--- src/rtl/key_conditioner.sv ---
// key_conditioner: per-channel synchroniser, debouncer and press/release/long-press pulse generator.
module key_conditioner #(
  parameter int unsigned N_KEYS          = 3,
  parameter int unsigned DEBOUNCE_CYCLES = 20000,
  parameter int unsigned LONG_CYCLES     = 2000000,
  parameter int unsigned ACTIVE_LOW_KEYS = 1
) (
  input  logic              clk,
  input  logic              rst,
  input  logic [N_KEYS-1:0] key_in,
  output logic [N_KEYS-1:0] key_level,
  output logic [N_KEYS-1:0] press_p,
  output logic [N_KEYS-1:0] release_p,
  output logic [N_KEYS-1:0] long_p
);

  localparam int unsigned CNT_W  = $clog2(DEBOUNCE_CYCLES + 1);
  localparam int unsigned HOLD_W = $clog2(LONG_CYCLES + 1);

  localparam logic [N_KEYS-1:0] SYNC_RST  = (ACTIVE_LOW_KEYS != 0) ? '1 : '0;
  localparam logic [CNT_W-1:0]  DEB_LAST  = CNT_W'(DEBOUNCE_CYCLES - 1);
  localparam logic [HOLD_W-1:0] LONG_MAX  = HOLD_W'(LONG_CYCLES);
  localparam logic [HOLD_W-1:0] LONG_LAST = HOLD_W'(LONG_CYCLES - 1);

  typedef enum logic [1:0] {
    IDLE,
    PRESS_WAIT,
    HELD,
    RELEASE_WAIT
  } state_t;

  logic [N_KEYS-1:0] sync1;
  logic [N_KEYS-1:0] sync2;
  logic [N_KEYS-1:0] k_s;

  // Two-flop synchroniser; resets to the pad's released level so no false press appears.
  always_ff @(posedge clk or negedge rst) begin
    if (!rst) begin
      sync1 <= SYNC_RST;
      sync2 <= SYNC_RST;
    end else begin
      sync1 <= key_in;
      sync2 <= sync1;
    end
  end

  assign k_s = (ACTIVE_LOW_KEYS != 0) ? ~sync2 : sync2;

  for (genvar g = 0; g < N_KEYS; g++) begin : g_ch
    state_t            state_q, state_d;
    logic [CNT_W-1:0]  cnt_q, cnt_d;
    logic [HOLD_W-1:0] hold_q, hold_d;
    logic              level_q, level_d;
    logic              press_q, press_d;
    logic              release_q, release_d;
    logic              long_q, long_d;

    // Channel state and registered outputs.
    always_ff @(posedge clk or negedge rst) begin
      if (!rst) begin
        state_q   <= IDLE;
        cnt_q     <= '0;
        hold_q    <= '0;
        level_q   <= 1'b0;
        press_q   <= 1'b0;
        release_q <= 1'b0;
        long_q    <= 1'b0;
      end else begin
        state_q   <= state_d;
        cnt_q     <= cnt_d;
        hold_q    <= hold_d;
        level_q   <= level_d;
        press_q   <= press_d;
        release_q <= release_d;
        long_q    <= long_d;
      end
    end

    // Debounce FSM; hold time keeps running through release glitches so long-press timing is stable.
    always_comb begin
      state_d   = state_q;
      cnt_d     = cnt_q;
      hold_d    = hold_q;
      level_d   = level_q;
      press_d   = 1'b0;
      release_d = 1'b0;
      long_d    = 1'b0;

      if ((state_q == HELD || state_q == RELEASE_WAIT) && hold_q != LONG_MAX) begin
        hold_d = hold_q + HOLD_W'(1);
        long_d = (hold_q == LONG_LAST);
      end

      case (state_q)
        IDLE: begin
          if (k_s[g]) begin
            state_d = PRESS_WAIT;
            cnt_d   = CNT_W'(1);
          end
        end
        PRESS_WAIT: begin
          if (!k_s[g]) begin
            state_d = IDLE;
            cnt_d   = '0;
          end else if (cnt_q == DEB_LAST) begin
            state_d = HELD;
            cnt_d   = '0;
            hold_d  = '0;
            level_d = 1'b1;
            press_d = 1'b1;
          end else begin
            cnt_d = cnt_q + CNT_W'(1);
          end
        end
        HELD: begin
          if (!k_s[g]) begin
            state_d = RELEASE_WAIT;
            cnt_d   = CNT_W'(1);
          end
        end
        RELEASE_WAIT: begin
          if (k_s[g]) begin
            state_d = HELD;
            cnt_d   = '0;
          end else if (cnt_q == DEB_LAST) begin
            state_d   = IDLE;
            cnt_d     = '0;
            hold_d    = '0;
            level_d   = 1'b0;
            release_d = 1'b1;
            long_d    = 1'b0;
          end else begin
            cnt_d = cnt_q + CNT_W'(1);
          end
        end
      endcase
    end

    assign key_level[g] = level_q;
    assign press_p[g]   = press_q;
    assign release_p[g] = release_q;
    assign long_p[g]    = long_q;
  end

endmodule

--- config.mk ---
export PLATFORM = sky130hd
export DESIGN_NAME = key_conditioner
export DESIGN_NICKNAME = d
export VERILOG_FILES = /design/src/rtl/key_conditioner.sv
export SDC_FILE = /design/constraint.sdc
export NUM_CORES = 1
export LEC_CHECK = 0
export CORE_ASPECT_RATIO = 1.1
export CORE_MARGIN = 5
export CORE_UTILIZATION = 65
export DETAILED_ROUTE_END_ITERATION = 10
export HOLD_SLACK_MARGIN = 0.05
export PLACE_DENSITY = 0.83
export SETUP_SLACK_MARGIN = 0.15
export SYNTH_ARGS = -nofsm -noshare
export SYNTH_HDL_FRONTEND = slang
export SYNTH_SLANG_ARGS = --single-unit
--- constraint.sdc ---
create_clock -name clk -period 3.7 [get_ports clk]
set_input_delay 0.555 -clock clk [delete_from_list [all_inputs] [get_ports clk]]
set_output_delay 0.555 -clock clk [all_outputs]
set_load 0.1 [all_outputs]
==> impl_metrics.toml, run 1 <==
[status]
outcome = "complete, no violations"

[layout]
antennaDiodeCount = 0
final_cell_area_um2 = 7530
nets = 732
areaGrowthSynthToFinish_pct = 11.4
drive_gt1_frac = 0.0807

[sta]
hold_viol_final = 0
final_max_slew_viol_count = 0
grt_setup_unrepaired = "no"
setup-violations-final = 0
tns_ns = 0
fmax_ghz = 0.386
setup_ws_ns = 1.11
fin_crit_sh = 0.701
max_slew_margin = 0.340
fin_skew_ns = 0.00785
tightestPinTransition_ns = 0.986
period_needed_ns = 2.59

[synth]
synth_warnings = 0
synth_area_per_cell_um2 = 9.47
ys.flop_type = "dfrtp_1"
syn-cell-area_um2 = 6760
synth.top_cell.area_share = 0.466
synthCells = 714
synth_edf_count = 0
synth_area_leader_cell = "dfrtp_1"
yosysSeqAreaShare = 0.490
synth_cell_types = 54
synth_nets = 728
synth-seq-cells = 132
synthArstFlopShare = 1.00
ys_top_cells_by_area = "dfrtp_1 (47%), nor2_1 (4.8%), xnor2_1 (3.9%), nand3_1 (3.6%), xor2_1 (3.5%)"

[floorplanning]
core-area_um2 = 10300
dieArea_um2 = 12500
num_rows = 39
io_pins = 17
die_h_um = 117
initial_core_util = 0.657
die_w_um = 107

[cts]
postCtsHoldBufs = 0
cts_tree = "done"
clk-insertion-delay-late_ns = 0.42
cts-resized-gates = 0
cts-root-buf = "clkbuf_16"
numCtsBuffers = 17
numClockSinks = 132
cts_buffer_depth = 2
post-cts-setup-buffers = 0
cts_max_level = 4
clkTransAtPathRegs_ns = 0.05

[global_route]
antenna_found_initial = 0
grt_pass1_vias = 5328
grt_overflow = 0
grt_pass1_wl_um = 24500
grt_max_degree = 76
track_usage = 0.242

[worst_setup_path]
cp.arrival_ns = 2.84
cp_max_fo = 22
cp.required_ns = 3.94
start_kind = "flip-flop"
crit_path_end_kind = "flip-flop"
crit_type = "reg2reg"

[placed_design]
place_area_um2 = 6930
post-place-ws_ns = 1.18
port_buffers = 16
gp_congestion = 0.871
post-dp-hpwl_um = 8720

[drt]
vias = 5324
detail_route.wl_per_cell_um = 15.7
wirelength_um = 13700
via_per_inst = 6.09
ant_nets = 0
drc = 0
first_pass_iters = 5
drt_first_iter_violations = 406

[pwr]
power_mw = 3.27
ir_drop_mv = 0.388
p_per_area_nw_per_um2 = 435
cellLeakagePower_nw = 3.15

[flow_run]
maxCapViolCount = 0

[hold_path]
worstHoldPathType = "in2async"
## final timing paths
check                                      start                 to  slack [ns]  cells after the start
worst max-delay path            g_ch[1].cnt_q[0]  g_ch[1].hold_q[3]        1.11                      5
worst min-delay path                         rst    g_ch[1].level_q        0.20                      1
worst max register to register  g_ch[1].cnt_q[0]  g_ch[1].hold_q[3]        1.11                      5
worst min register to register          sync1[1]           sync2[1]        0.36                      0
max in group asynchronous                    rst           sync1[2]        2.63                      2
min in group clk                        sync1[1]           sync2[1]        0.36                      0
## cell usage in the layout, fill, tap and decap left out, types with 6 or more instances in the layout
| cell type | n |
|---|---|
| inv_1 | 25 |
| a21oi_1 | 26 |
| a22o_1 | 7 |
| nor4_1 | 11 |
| xnor2_1 | 30 |
| clkbuf_16 | 17 |
| ha_1 | 9 |
| clkdlybuf4s50_1 | 15 |
| or3_1 | 16 |
| nand2_1 | 52 |
| nor3_1 | 22 |
| nor2_1 | 86 |
| and2_1 | 6 |
| dfstp_2 | 6 |
| nand3_1 | 49 |
| nand4_1 | 29 |
| a31oi_1 | 18 |
| or2_2 | 8 |
| and4_1 | 9 |
| dfrtp_1 | 126 |
| o21ai_0 | 45 |
| and3_1 | 10 |
| xor2_1 | 27 |
## area by class of cell
class / instances / area [um2]
timing repair buffer: 19 / 193
clock buffer: 24 / 502
fill: 715 / 2770
tap: 143 / 179
sequential: 132 / 3310
multi-input combinational: 523 / 3150
clock inverter: 8 / 98.8
inverter: 25 / 93.8
## synth_stat cells (7+ instances only)
cell	count
a21oi_1	26
or2_2	8
clkbuf_1	11
nor2_1	86
nor3_1	22
buf_4	14
a22o_1	7
inv_1	25
nor4_1	11
dfrtp_1	126
xor2_1	27
xnor2_1	30
a31oi_1	18
nand3_1	49
o21ai_0	45
or3_1	16
and4_1	9
ha_1	9
and3_1	10
nand4_1	29
buf_2	7
nand2_1	52
## critical path, stage by stage (launching register included)
cell and delay, ns:
dfrtp_1 0.42, ha_1 0.24, nand4_1 0.28, nor4_4 0.59, and3_1 0.75, a311oi_1 0.13
## sequential cells by signal, summed over array words and instances (netlist names), named ones only
name / flops
g_ch.state_q: 3
sync1: 3
g_ch.hold_q: 63
sync2: 3
g_ch.press_q: 3
g_ch.cnt_q: 45
g_ch.long_q: 3
g_ch.release_q: 3
g_ch.level_q: 3
## cells by family after synthesis
| kind of cell | after synthesis | share of synthesized area |
|---|---|---|
| AND/OR/NAND/NOR | 331 | 0.261 |
| flip-flops | 132 | 0.490 |
| AO/OA/AOI/OAI | 121 | 0.108 |
| buffers and inverters | 59 | 0.0440 |
| XOR/XNOR | 57 | 0.0738 |
| adder cells (fa/ha/maj) | 9 | 0.0167 |
| multiplexers | 5 | 0.00740 |
## metrics by stage
step / instances / hold slack [ns] / utilization
floorplan: 714 / 0.259 / -
global route: 874 / 0.257 / 0.731
finish: 874 / 0.203 / 0.731
global placement: 842 / 0.346 / 0.673
CTS: 874 / 0.213 / 0.731
detailed placement: 842 / 0.348 / 0.673
## power by group
part	total (mW)	leakage, nW	internal, mW	switching (mW)
clock network	1.67	0.292	1.08	0.591
registers	1.50	1.81	1.47	0.0278
logic	0.108	1.05	0.0356	0.0723
total	3.27	3.15	2.58	0.691
## routing by layer
layer  vias to the layer above  part of all wire  global-route usage
met5                         -                 0                   0
met3                        21             0.045              0.0625
li1                       2562                 -                   -
met4                         0             0.018              0.0989
met1                      2594              0.43               0.307
met2                       147              0.50               0.401
No activity file was read; power rests on OpenSTA's default activity.
==> run 2: changes to the inputs <==
- CORE_UTILIZATION: 65 -> 56
- PLACE_DENSITY: 0.83 -> 0.76
- clock period: 3.7 -> 2.2 ns (I/O delays scaled with it)
==> impl_metrics.toml, run 2 (synthesis gave the netlist of run 1 again) <==
[cts]
clkTransAtPathRegs_ns = 0.06
cts_buffer_depth = 2
cts-root-buf = "clkbuf_16"
numClockSinks = 132
cts_max_level = 4
cts_tree = "done"
clk-insertion-delay-late_ns = 0.42
numCtsBuffers = 17

[layout]
antennaDiodeCount = 0
drive_gt1_frac = 0.159
areaGrowthSynthToFinish_pct = 17.2
largest_register = "g_ch.hold_q"
top_regs = "g_ch.hold_q: 63 flops, g_ch.cnt_q: 45 flops"
nets = 767
layout_commonest_cell = "dfrtp_1"
layout_common_cells = "dfrtp_1 (121), nor2_1 (78), nand2_1 (52)"
instances_no_fill = 920
final_cell_area_um2 = 7920
post-route-util = 0.664
largest_reg_flops = 63

[floorplanning]
core-area_um2 = 11900
io_pins = 17
die_w_um = 115
dieArea_um2 = 14400
die_h_um = 125
num_rows = 42
initial_core_util = 0.567

[worst_setup_path]
crit_path_end_kind = "flip-flop"
cp-endpoint = "g_ch[1].cnt_q[7]"
start_kind = "flip-flop"
max_stage_delay_ns = 0.55
rr_worst_depth = 7
cp.arrival_ns = 2.37
cp_max_fo = 6
reg2reg_slack_ns = 0.12
crit_type = "reg2reg"
crit_start = "g_ch[1].cnt_q[6]"
cp_cell_sequence = "or4_4 > nor4_4 > buf_4 > nor2_4 > buf_12 > a31oi_1 > o31ai_1"
cp.required_ns = 2.49
r2r_end = "g_ch[1].cnt_q[7]"
r2r-start = "g_ch[1].cnt_q[6]"
crit_path_top_delay_cell = "or4_4"

[drt]
detail_route.wl_per_cell_um = 15.8
ant_nets = 0
met3_length_um = 525
drc = 0
wirelength_um = 14500
vias = 5518
via_per_inst = 6.00
first_pass_iters = 7
highest_layer = "met4"
drt_first_iter_violations = 410
wl_met2_um = 7570
m1WireLength_um = 6170

[hold_path]
holdPathStages = 1
min_from = "key_in[0]"
worstHoldPathType = "in2reg"

[placed_design]
port_buffers = 16
post-place-ws_ns = 0.108
post-dp-hpwl_um = 9240
dp.cells = 871
place_area_um2 = 7090
gp_congestion = 0.870

[global_route]
track_usage = 0.204
antenna_found_initial = 0
grt_max_degree = 80
grt_pass1_wl_um = 24400
grt_overflow = 0
grt_pass1_vias = 5471

[sta]
grt_setup_unrepaired = "yes"
period_needed_ns = 2.08
hold_viol_final = 0
fmax_ghz = 0.482
tightestPinTransition_ns = 0.652
max_slew_margin = 0.565
setup-violations-final = 0
fin_crit_sh = 0.944
final_max_slew_viol_count = 0
tns_ns = 0
setup_ws_ns = 0.124
timing.hold.ws_ns = 0.310
fin_skew_ns = 0.00932

[flow_run]
maxCapViolCount = 0

[status]
outcome = "complete, no violations"

[pwr]
ir_drop_mv = 0.633
power_mw = 5.41
p_per_area_nw_per_um2 = 682
cellLeakagePower_nw = 3.34
-- run 2: area by class of cell --
cell class | count | area (um2)
well taps | 154 | 193
fillers | 911 | 4010
flip-flops and latches | 132 | 3320
clock inverters | 8 | 76.3
repair buffers | 54 | 507
inverters | 25 | 93.8
clock buffers | 24 | 492
multi-input cells | 523 | 3250
-- run 2: how the worst min path moves through the flow --
| stage | to | slack, ns |
|---|---|---|
| after CTS | sync1[0] | 0.30 |
| after floorplan | async pin | 0.03 |
| after global placement | sync2[2] | 0.35 |
| after detailed placement | sync2[2] | 0.35 |
| after global routing | sync1[0] | 0.31 |
| final | sync1[0] | 0.31 |
-- run 2: power by group --
part,internal [mW],leakage [nW],switching (mW)
clock,1.67,0.272,1.02
sequential,2.47,1.80,0.0449
combinational,0.0784,1.27,0.129
-- run 2: worst max-delay path, delay by kind of cell, from the launching register on --
family	cells	cell delay, ns
compound gates	2	0.25
buf+inv	2	0.33
flops	1	0.42
simple gates	3	0.95
-- run 2: routing by layer --
layer  vias to the layer above  GRT usage
li1                       2622          -
met1                      2729      0.246
met2                       139      0.349
met3                        28     0.0464
met4                         0     0.0884
met5                         -          0
-- run 2: timing repair --
| item | CTS | global route |
|---|---|---|
| hold endpoints to repair | 77 | 0 |
| buffers inserted | 1 | 12 |
| endpoints found under the setup margin | 6 | 80 |
| gates cloned | 0 | 3 |
| hold buffers | 1 | 0 |
| pin swaps | 2 | 11 |
| gates resized for setup | 3 | 30 |
==> run 3: changes to the inputs <==
- CORE_MARGIN: 5 -> 2
==> impl_metrics.toml, run 3 (synthesis gave the netlist of run 1 again) <==
[status]
outcome = "finished with violations"
violations = "negative hold slack"

[worst_setup_path]
reg2reg_slack_ns = 0.12
cp_max_fo = 21
max_stage_delay_ns = 0.56
start_kind = "flip-flop"
crit_path_end_kind = "flip-flop"
crit_family = "simple AND/OR/NAND/NOR gates"
crit_path_top_delay_cell = "or4bb_4"
cp_num_buf_inv = 2
r2r_end = "g_ch[2].hold_q[14]"
cp_cell_sequence = "or4bb_4 > nor4_4 > buf_4 > and2b_1 > buf_12 > nor2_1"
crit_type = "reg2reg"
rr_worst_depth = 6
cp.arrival_ns = 2.38
cp.required_ns = 2.51
r2r-start = "g_ch[2].cnt_q[6]"

[drt]
via_per_inst = 5.89
vias = 5470
detail_route.wl_per_cell_um = 15.5
drt_first_iter_violations = 437
wirelength_um = 14400
drc = 0
ant_nets = 0
first_pass_iters = 5

[sta]
tns_ns = 0
setup_ws_ns = 0.125
fmax_ghz = 0.482
max_slew_margin = 0.522
hold_viol_final = 10
tightestPinTransition_ns = 0.717
final_max_slew_viol_count = 0
period_needed_ns = 2.08
setup-violations-final = 0
grt_setup_unrepaired = "yes"
timing.hold.ws_ns = -0.0193
fin_crit_sh = 0.943
fin_skew_ns = 0.0142

[layout]
nets = 775
layout_common_cells = "dfrtp_1 (120), nor2_1 (84), buf_4 (53)"
final_cell_area_um2 = 7960
largest_register = "g_ch.hold_q"
instances_no_fill = 928
areaGrowthSynthToFinish_pct = 17.7
layout_commonest_cell = "dfrtp_1"
antennaDiodeCount = 0
largest_reg_flops = 63
top_regs = "g_ch.hold_q: 63 flops, g_ch.cnt_q: 45 flops"
drive_gt1_frac = 0.174
post-route-util = 0.668

[pwr]
cellLeakagePower_nw = 3.38
power_mw = 5.48
ir_drop_mv = 0.607
p_per_area_nw_per_um2 = 688

[global_route]
track_usage = 0.231
antenna_found_initial = 0
grt_pass1_vias = 5124
grt_pass1_wl_um = 23900
grt_max_degree = 133
grt_overflow = 0

[cts]
numCtsBuffers = 17
numClockSinks = 132
clkTransAtPathRegs_ns = 0.06
cts_buffer_depth = 2
postCtsHoldBufs = 0
clk-insertion-delay-late_ns = 0.43
cts-root-buf = "clkbuf_16"
cts_tree = "done"
cts_max_level = 4

[floorplanning]
core-area_um2 = 11900
io_pins = 17
die_h_um = 119
dieArea_um2 = 13000
initial_core_util = 0.567
die_w_um = 109
num_rows = 42

[placed_design]
gp_congestion = 0.886
dp.cells = 870
place_area_um2 = 7080
post-place-ws_ns = 0.124
port_buffers = 16
post-dp-hpwl_um = 8880

[flow_run]
maxCapViolCount = 0

[hold_path]
worstHoldPathType = "in2async"
-- run 3: cell count changes in the layout (fill, tap and decap cells not counted), sizes merged --
cell	change
clkinv	+4
dlygate4sd3	-1
clkinvlp	+1
clkbuf	-7
buf	+9
nor2	+1
bufinv	+1
-- run 3: how the worst max path moves through the flow --
stage / cells past startpoint / start / slack, ns / to
global route: 6 / g_ch[2].cnt_q[6] / 0.05 / g_ch[2].hold_q[10]
CTS: 5 / sync2[2] / 0.12 / g_ch[2].cnt_q[8]
finish: 6 / g_ch[2].cnt_q[6] / 0.12 / g_ch[2].hold_q[14]
global placement: 5 / g_ch[0].hold_q[9] / 0.17 / g_ch[0].hold_q[1]
floorplan: 5 / g_ch[0].hold_q[9] / 0.23 / g_ch[0].hold_q[1]
detailed placement: 5 / g_ch[2].cnt_q[7] / 0.12 / g_ch[2].cnt_q[12]
-- run 3: timing repair --
item / 4_1_cts / 5_1_grt
buffers inserted: 2 / 22
pin swaps: 1 / 12
resized for setup: 3 / 31
setup endpoints to repair: 10 / 90
cloned: 0 / 2
-- run 3: power breakdown --
part           switching [mW]  leakage, nW  total, mW  internal [mW]
logic                   0.136         1.31      0.222         0.0860
clock network            1.06        0.277       2.74           1.68
registers              0.0483         1.80       2.52           2.47
total                    1.24         3.38       5.48           4.24
-- run 3: layer usage --
metal  share of wire  GRT usage  vias up  wire length [um]
met4           0.013     0.0889        0               190
met2            0.51      0.374      147              7400
met5               0          0        -                 0
met3           0.040     0.0619       23               583
met1            0.43      0.295     2660              6250
li1                -          -     2640                 -
-- run 3: area by class of cell --
class                      count  area [um2]
timing repair buffer          61         519
tap                          154         193
clock buffer                  18         439
inverter                      25        93.8
multi-input combinational    524        3260
fill                         886        3970
clock inverter                14         138
sequential                   132        3320
